--- src/rtl/fetch_pkg.sv ---
// Shared definitions for the instruction-fetch front end.
// Latency: n/a (types and constants only).
// Backpressure: n/a.
package fetch_pkg;

    typedef enum logic [1:0] {
        IDLE  = 2'd0,
        FETCH = 2'd1,
        HOLD  = 2'd2
    } state_e;

    // Sequential fetch stride in bytes.
    localparam int unsigned PC_INC = 4;

    // Default PC loaded on reset.
    localparam logic [31:0] RESET_PC_DEF = 32'h0000_0000;

    // Word alignment: the low ALIGN_LSBS bits of a redirect target are forced to zero.
    localparam int unsigned ALIGN_LSBS = 2;

endpackage

--- src/rtl/fetch_unit_pc_next_sel.sv ---
// Next-PC selection: sequential increment plus redirect target (jump beats branch), word-aligned.
// Latency: purely combinational.
// Backpressure: none; the caller decides when the selected value is loaded.
// Ports: pc (current fetch PC), pcsrc/branch_target, jump/jump_target in;
//        pc_inc (pc + 4, wrapping), redirect (any redirect this cycle), target (aligned) out.
module pc_next_sel
    import fetch_pkg::*;
#(
    parameter int ADDR_W = 32
) (
    input  logic [ADDR_W-1:0] pc,
    input  logic              pcsrc,
    input  logic [ADDR_W-1:0] branch_target,
    input  logic              jump,
    input  logic [ADDR_W-1:0] jump_target,
    output logic [ADDR_W-1:0] pc_inc,
    output logic              redirect,
    output logic [ADDR_W-1:0] target
);

    logic [ADDR_W-1:0] raw_target;

    always_comb begin
        pc_inc     = pc + ADDR_W'(PC_INC);
        redirect   = jump | pcsrc;
        raw_target = jump ? jump_target : branch_target;
        target     = {raw_target[ADDR_W-1:ALIGN_LSBS], {ALIGN_LSBS{1'b0}}};
    end

endmodule

--- src/rtl/fetch_unit.sv ---
// Instruction fetch: owns the PC, fetches words over req/ack, holds one instruction for decode.
// Latency: ack edge to InstrValid is 1 cycle; redirect to target request is 1 cycle (or after outstanding ack).
// Backpressure: Stall holds the output register and blocks the next fetch; redirects override Stall.
// Ports: clk/rst_n; PCSrc/BranchTarget, Jump/JumpTarget redirects; Stall from decode;
//        imem_req/imem_addr/imem_ack/imem_rdata memory handshake; Instr/InstrPC/InstrValid to decode; PC.
module fetch_unit
    import fetch_pkg::*;
#(
    parameter int                ADDR_W   = 32,
    parameter logic [ADDR_W-1:0] RESET_PC = ADDR_W'(RESET_PC_DEF)
) (
    input  logic              clk,
    input  logic              rst_n,
    input  logic              PCSrc,
    input  logic [ADDR_W-1:0] BranchTarget,
    input  logic              Jump,
    input  logic [ADDR_W-1:0] JumpTarget,
    input  logic              Stall,
    output logic              imem_req,
    output logic [ADDR_W-1:0] imem_addr,
    input  logic              imem_ack,
    input  logic [31:0]       imem_rdata,
    output logic [31:0]       Instr,
    output logic [ADDR_W-1:0] InstrPC,
    output logic              InstrValid,
    output logic [ADDR_W-1:0] PC
);

    state_e            state_q, state_d;
    logic [ADDR_W-1:0] pc_q, pc_d;
    logic [31:0]       instr_q, instr_d;
    logic [ADDR_W-1:0] instr_pc_q, instr_pc_d;
    logic              valid_q, valid_d;
    // squash_q marks the outstanding request as stale; redir_pc_q is where to go once it returns.
    logic              squash_q, squash_d;
    logic [ADDR_W-1:0] redir_pc_q, redir_pc_d;

    logic [ADDR_W-1:0] pc_inc;
    logic              redirect;
    logic [ADDR_W-1:0] target;

    pc_next_sel #(.ADDR_W(ADDR_W)) u_pc_next_sel (
        .pc            (pc_q),
        .pcsrc         (PCSrc),
        .branch_target (BranchTarget),
        .jump          (Jump),
        .jump_target   (JumpTarget),
        .pc_inc        (pc_inc),
        .redirect      (redirect),
        .target        (target)
    );

    always_comb begin
        state_d    = state_q;
        pc_d       = pc_q;
        instr_d    = instr_q;
        instr_pc_d = instr_pc_q;
        valid_d    = valid_q;
        squash_d   = squash_q;
        redir_pc_d = redir_pc_q;

        case (state_q)
            IDLE: begin
                state_d = FETCH;
            end
            FETCH: begin
                if (imem_ack) begin
                    if (redirect) begin
                        // Returning word belongs to the old path; restart at the new target.
                        pc_d     = target;
                        squash_d = 1'b0;
                    end else if (squash_q) begin
                        pc_d     = redir_pc_q;
                        squash_d = 1'b0;
                    end else begin
                        instr_d    = imem_rdata;
                        instr_pc_d = pc_q;
                        valid_d    = 1'b1;
                        pc_d       = pc_inc;
                        state_d    = HOLD;
                    end
                end else if (redirect) begin
                    // Address must stay stable until the ack, so park the target (latest wins).
                    redir_pc_d = target;
                    squash_d   = 1'b1;
                end
            end
            HOLD: begin
                if (redirect) begin
                    valid_d = 1'b0;
                    pc_d    = target;
                    state_d = FETCH;
                end else if (!Stall) begin
                    valid_d = 1'b0;
                    state_d = FETCH;
                end
            end
            default: begin
                state_d = IDLE;
            end
        endcase
    end

    always_ff @(posedge clk or negedge rst_n) begin
        if (!rst_n) begin
            state_q    <= IDLE;
            pc_q       <= RESET_PC;
            instr_q    <= '0;
            instr_pc_q <= '0;
            valid_q    <= 1'b0;
            squash_q   <= 1'b0;
            redir_pc_q <= '0;
        end else begin
            state_q    <= state_d;
            pc_q       <= pc_d;
            instr_q    <= instr_d;
            instr_pc_q <= instr_pc_d;
            valid_q    <= valid_d;
            squash_q   <= squash_d;
            redir_pc_q <= redir_pc_d;
        end
    end

    assign imem_req   = (state_q == FETCH);
    assign imem_addr  = pc_q;
    assign PC         = pc_q;
    assign Instr      = instr_q;
    assign InstrPC    = instr_pc_q;
    assign InstrValid = valid_q;

endmodule

--- config.mk ---
export PLATFORM = sky130hd
export DESIGN_NAME = fetch_unit
export DESIGN_NICKNAME = d
export VERILOG_FILES = /design/src/rtl/fetch_pkg.sv /design/src/rtl/fetch_unit_pc_next_sel.sv /design/src/rtl/fetch_unit.sv
export SDC_FILE = /design/constraint.sdc
export NUM_CORES = 1
export LEC_CHECK = 0
export ABC_AREA = 1
export CORE_MARGIN = 2
export CORE_UTILIZATION = 46
export CTS_CLUSTER_DIAMETER = 150
export DETAILED_ROUTE_END_ITERATION = 10
export PLACE_DENSITY = 0.81
export SLEW_MARGIN = 10
export SYNTH_ARGS = -nofsm -noshare
export SYNTH_HDL_FRONTEND = slang
export SYNTH_SLANG_ARGS = --single-unit
--- constraint.sdc ---
create_clock -name clk -period 1.75 [get_ports clk]
set_input_delay 0.35 -clock clk [delete_from_list [all_inputs] [get_ports clk]]
set_output_delay 0.35 -clock clk [all_outputs]
set_load 0.05 [all_outputs]
# Word-level counts from Yosys, hierarchy flattened
# Cells that the tools add are included.
[op_classes] mux=20 n_reduce_logical=9 bitwise_logic=4 n_addsub=1 eq_ne=7
[op_table] op="$mux W32" count=5
[op_table] op="$pmux W32 S2" count=1
[op_table] op="$add A32 B3 Y32 const B" count=1
[op_table] op="$mux W2" count=5
[op_table] op="$reduce_and A4 Y1" count=2
[op_table] op="$mux W1" count=7
[op_table] op="$ne A2 B2 Y1 const B" count=3
[op_table] op="$pmux W2 S3" count=1
[op_table] op="$reduce_and A3 Y1" count=2
[op_table] op="$reduce_and A5 Y1" count=1
[op_table] op="$reduce_bool A2 Y1" count=2
[op_table] op="$ne A3 B3 Y1 const B" count=1
[op_table] op="$not A1 Y1" count=3
[op_table] op="$eq A2 B1 Y1 const B" count=1
[op_table] op="$eq A2 B2 Y1 const B" count=1
[op_table] op="$logic_not A2 Y1" count=1
[op_table] op="$ne A2 B1 Y1 const B" count=1
[op_table] op="$pmux W1 S2" count=1
[op_table] op="$reduce_and A2 Y1" count=1
[op_table] op="$or A1 B1 Y1" count=1
[word_totals] regBits=130 out_inout_bits=130 input_bits=102

# Longest topological paths before layout
[depth] depth_word=5 depth_mapped=12 depth_no_buf=12

# Hierarchy
# A second synthesis with hierarchy kept.
[unflattened] cells_unflattened=1121 hier_area_um2=7682.4
[modules_own_cells] mod="fetch_unit" instances=1 area_each_um2=6352.3 seq_area_each_um2=3303.2 cells_each=846
[modules_own_cells] mod="pc_next_sel" instances=1 area_each_um2=1330.0 seq_area_each_um2=0.0 cells_each=275

# Worst setup path after synthesis
# OpenSTA, ideal clock, no wires.
[synth_timing] kind="register to register" from="reg state_q[1]" to="reg pc_q[20] (netlist: PC[20])" required_time_ns=1.632 path_slack_ns=-0.190 path_stages_with_launch=9 path_buffers=2 arrival_ns=1.822 path_cell_list="dfrtp_1 -> nor2_2 -> nand2_1 -> o21ai_1 -> buf_2 -> inv_2 -> clkbuf_1 -> nand2_1 -> nand2_1"
[synth_between] elab_chain_len=3
[synth_rtl] element="start, declared" line_no="fetch_unit.sv:29" rtl="state_e state_q, state_d;"
[synth_rtl] element="start signal, assigned" line_no="fetch_unit.sv:114" rtl="state_q <= state_d;"
[synth_rtl] element="$eq A2 B1 Y1 (*)"
[synth_rtl] element="net imem_req" line_no="fetch_unit.sv:19" rtl="output logic imem_req,"
[synth_rtl] element="$ne A2 B1 Y1 (no line) or $reduce_bool A2 Y1 (tied branches)"
[synth_rtl] element="$reduce_and A3 Y1 (no line)"
[synth_rtl] element="end signal, assigned" line_no="fetch_unit.sv:115" rtl="pc_q <= pc_d;"
[synth_rtl] element="end, declared" line_no="fetch_unit.sv:30" rtl="logic [ADDR_W-1:0] pc_q, pc_d;"
# The timed path passes the listed nets; every way through them passes the cells marked *.
# A chain may end at the register's enable or synchronous reset.

# Worst setup path after layout
[layout_timing] from="reg pc_q[18] (netlist: PC[18])" to="out imem_addr[18]"
[layout_lines] element="end, declared" line_no="fetch_unit.sv:20" rtl="output logic [ADDR_W-1:0] imem_addr,"
# No word-level cell between the ends.

==> results.py <==
metrics = {
    "cells_and_area": {
        "area_growth_pct": 51.5,
        "drive_gt1_frac": 0.209,
        "design_area_um2": 10300,
        "antenna_cells": 0,
        "nFillCells": 1112,
        "fin_util": 0.709,
        "finalNetCount": 1253,
    },
    "floorplanning": {
        "die_x_um": 125,
        "start_util": 0.468,
        "dieArea_um2": 15700,
        "num_rows": 44,
        "core_area_um2": 14500,
        "die_h_um": 125,
        "io_pins": 232,
    },
    "clocking": {
        "cts_buffers": 17,
        "ctsRootBufferMaster": "clkbuf_16",
        "clkTransAtPathRegs_ns": 0.05,
        "clk_latency_ns": 0.41,
        "htreeDepth": 4,
        "cts_tree": "done",
        "clk_path_buf_depth": 2,
        "clkSinkCount": 126,
    },
    "synth": {
        "synthTopCellsByArea": "dfrtp_1 47%, nand2_1 24%, o21ai_0 4.5%",
        "ys_seq_area_frac": 0.465,
        "synth.avg_cell_area_um2": 7.35,
        "ys_types": 26,
        "async_flop_share": 1.00,
        "synth_common_cells": "427 x nand2_1, 126 x dfrtp_1, 61 x o21ai_0, 59 x nor2_1, 49 x inv_1",
        "ys_warn_count": 0,
        "synth_top_area_cell": "dfrtp_1",
        "synth-seq-cells": 126,
        "yosysMostFrequentCell": "nand2_1",
        "syn_area_um2": 6780,
        "synthCells": 922,
        "synthFlopType": "dfrtp_1",
        "synth_top_area_share": 0.465,
        "synth_edf_count": 0,
    },
    "routing": {
        "vias_per_cell": 4.98,
        "firstDrtPassIters": 5,
        "drc": 0,
        "via_count": 6702,
        "wirelength_mm": 20.5,
        "drt-initial-drc-count": 588,
        "wl_per_cell_um": 15.2,
        "ant_nets": 0,
    },
    "placement": {
        "port_buffers": 221,
        "place_congestion": 0.925,
        "placed_cell_area_um2": 9630,
        "dp_hpwl_mm": 15.1,
    },
    "critical_path": {
        "setup.worst_path.class": "reg2out",
        "required_ns": 1.40,
        "rrSetupSlack_ns": 0.13,
        "worstPathMaxFanout": 5,
        "end_kind": "output pin",
        "critPathLaunchType": "flip-flop",
        "worstRegToRegCells": 7,
        "reg2reg_to": "InstrPC[6]",
        "cp.arrival_ns": 1.29,
        "r2r-start": "state_q[1]",
        "critPathLaunch": "PC[18]",
        "crit_end": "imem_addr[18]",
    },
    "global_routing": {
        "antenna_found_initial": 0,
        "grt_pass1_vias": 6603,
        "grt_usage": 0.267,
        "gr-total-overflow": 0,
        "grt_pass1_wl_mm": 33.6,
        "grt_max_degree": 52,
    },
    "power_and_ir_drop": {
        "power.total_uw": 14800,
        "ir_drop_v": 0.000758,
        "power_leakage_uw": 0.00527,
        "powerDensity_nw_per_um2": 1440,
    },
    "timing": {
        "period_needed_ns": 1.64,
        "max_freq_mhz": 609,
        "final_max_slew_viol_count": 0,
        "finalSetupViolCount": 0,
        "fin_skew_ns": 0.00576,
        "final_hold_viol_count": 0,
        "finalCritPeriodShare": 0.938,
    },
    "job": {
        "drv_cap": 0,
    },
    "status": {
        "status": "complete, no violations",
    },
    "worst_hold_path": {
        "hold_path.class": "in2async",
    },
}
-- worst max-delay path, cell delays in order (launching register included) --
cell and delay [ns]:
dfrtp_1 0.52, buf_4 0.22, buf_12 0.14
-- sequential cells by signal (all words and copies together) (netlist names) --
register / cells
Instr: 32
redir_pc_q: 30
squash_q: 1
InstrValid: 1
state_q: 2
PC: 30
InstrPC: 30
-- timing repair --
item / CTS / global route
endpoints found under the hold margin: 24 / 0
setup endpoints to repair: 0 / 9
gates resized for setup: 0 / 9
hold buffers: 1 / 0
setup buffers: 0 / 1
-- worst min-delay path by stage --
stage,start,to,slack [ns]
after global placement,rst_n,Instr[30],0.33
final,rst_n,Instr[30],0.43
after CTS,rst_n,Instr[30],0.43
after global routing,rst_n,Instr[30],0.46
after detailed placement,rst_n,Instr[30],0.33
after floorplan,rst_n,InstrPC[10],0.05
-- power breakdown --
| group | internal (uW) | switching (uW) | total (uW) | leakage [uW] |
|---|---|---|---|---|
| clock network | 2290 | 1260 | 3550 | 0.000294 |
| logic | 2480 | 4520 | 7010 | 0.00343 |
| registers | 3680 | 580 | 4260 | 0.00155 |
| total | 8460 | 6360 | 14800 | 0.00527 |
-- metal layers --
layer | track usage | up-vias | wire length [um] | share of wire
met1 | 0.357 | 3068 | 8560 | 0.42
met4 | 0.0961 | 0 | 375 | 0.018
met3 | 0.0565 | 36 | 1680 | 0.082
met5 | 0 | - | 0 | 0
met2 | 0.432 | 311 | 9890 | 0.48
li1 | - | 3287 | - | -
-- kinds of logic (layout without fill, tap and decap cells) --
logic type      after synthesis  count (layout)  synth area share
compound gates               98              98            0.0733
simple gates                523             523             0.302
mux                          30              30            0.0445
buf+inv                     130             365            0.0960
fa+ha+maj                     1               1           0.00185
other cells                   1               6          0.000553
flops                       126             126             0.465
xor+xnor                     13              13            0.0168
-- layout by cell type (no fill, tap or decap), types with 7 or more instances in the layout --
cell type	netlist	final
nand2_1	427	427
buf_4	37	126
dfrtp_1	126	115
clkdlybuf4s50_1	0	95
o21ai_0	61	61
buf_12	0	57
nor2_1	59	53
inv_1	49	49
a21oi_1	33	33
mux2i_1	29	29
nand3_1	28	28
clkbuf_16	0	17
xor2_1	13	13
dfrtp_2	0	11
nor2_2	2	7
-- stage by stage --
stage | hold WS [ns] | instances | setup TNS [ns] | worst slack [ns]
after floorplan | 0.0544 | 927 | 0 | 0.00110
after global placement | 0.327 | 1313 | -2.45 | -0.0583
after detailed placement | 0.329 | 1313 | -5.87 | -0.117
after CTS | 0.428 | 1345 | 0 | 0.0276
after global routing | 0.463 | 1346 | -0.000444 | -0.000444
final | 0.426 | 1346 | 0 | 0.109
-- layout make-up --
type                            instances  area [um^2]  share of cell area
Sequential cell                       126         3170               0.309
Timing Repair Buffer                  280         3050               0.297
Multi-Input combinational cell        671         3010               0.294
Clock buffer                           19          453              0.0441
Tap cell                              184          230              0.0224
Inverter                               54          203              0.0197
Clock inverter                         12          144              0.0140
(Power assumes the default switching activity.)
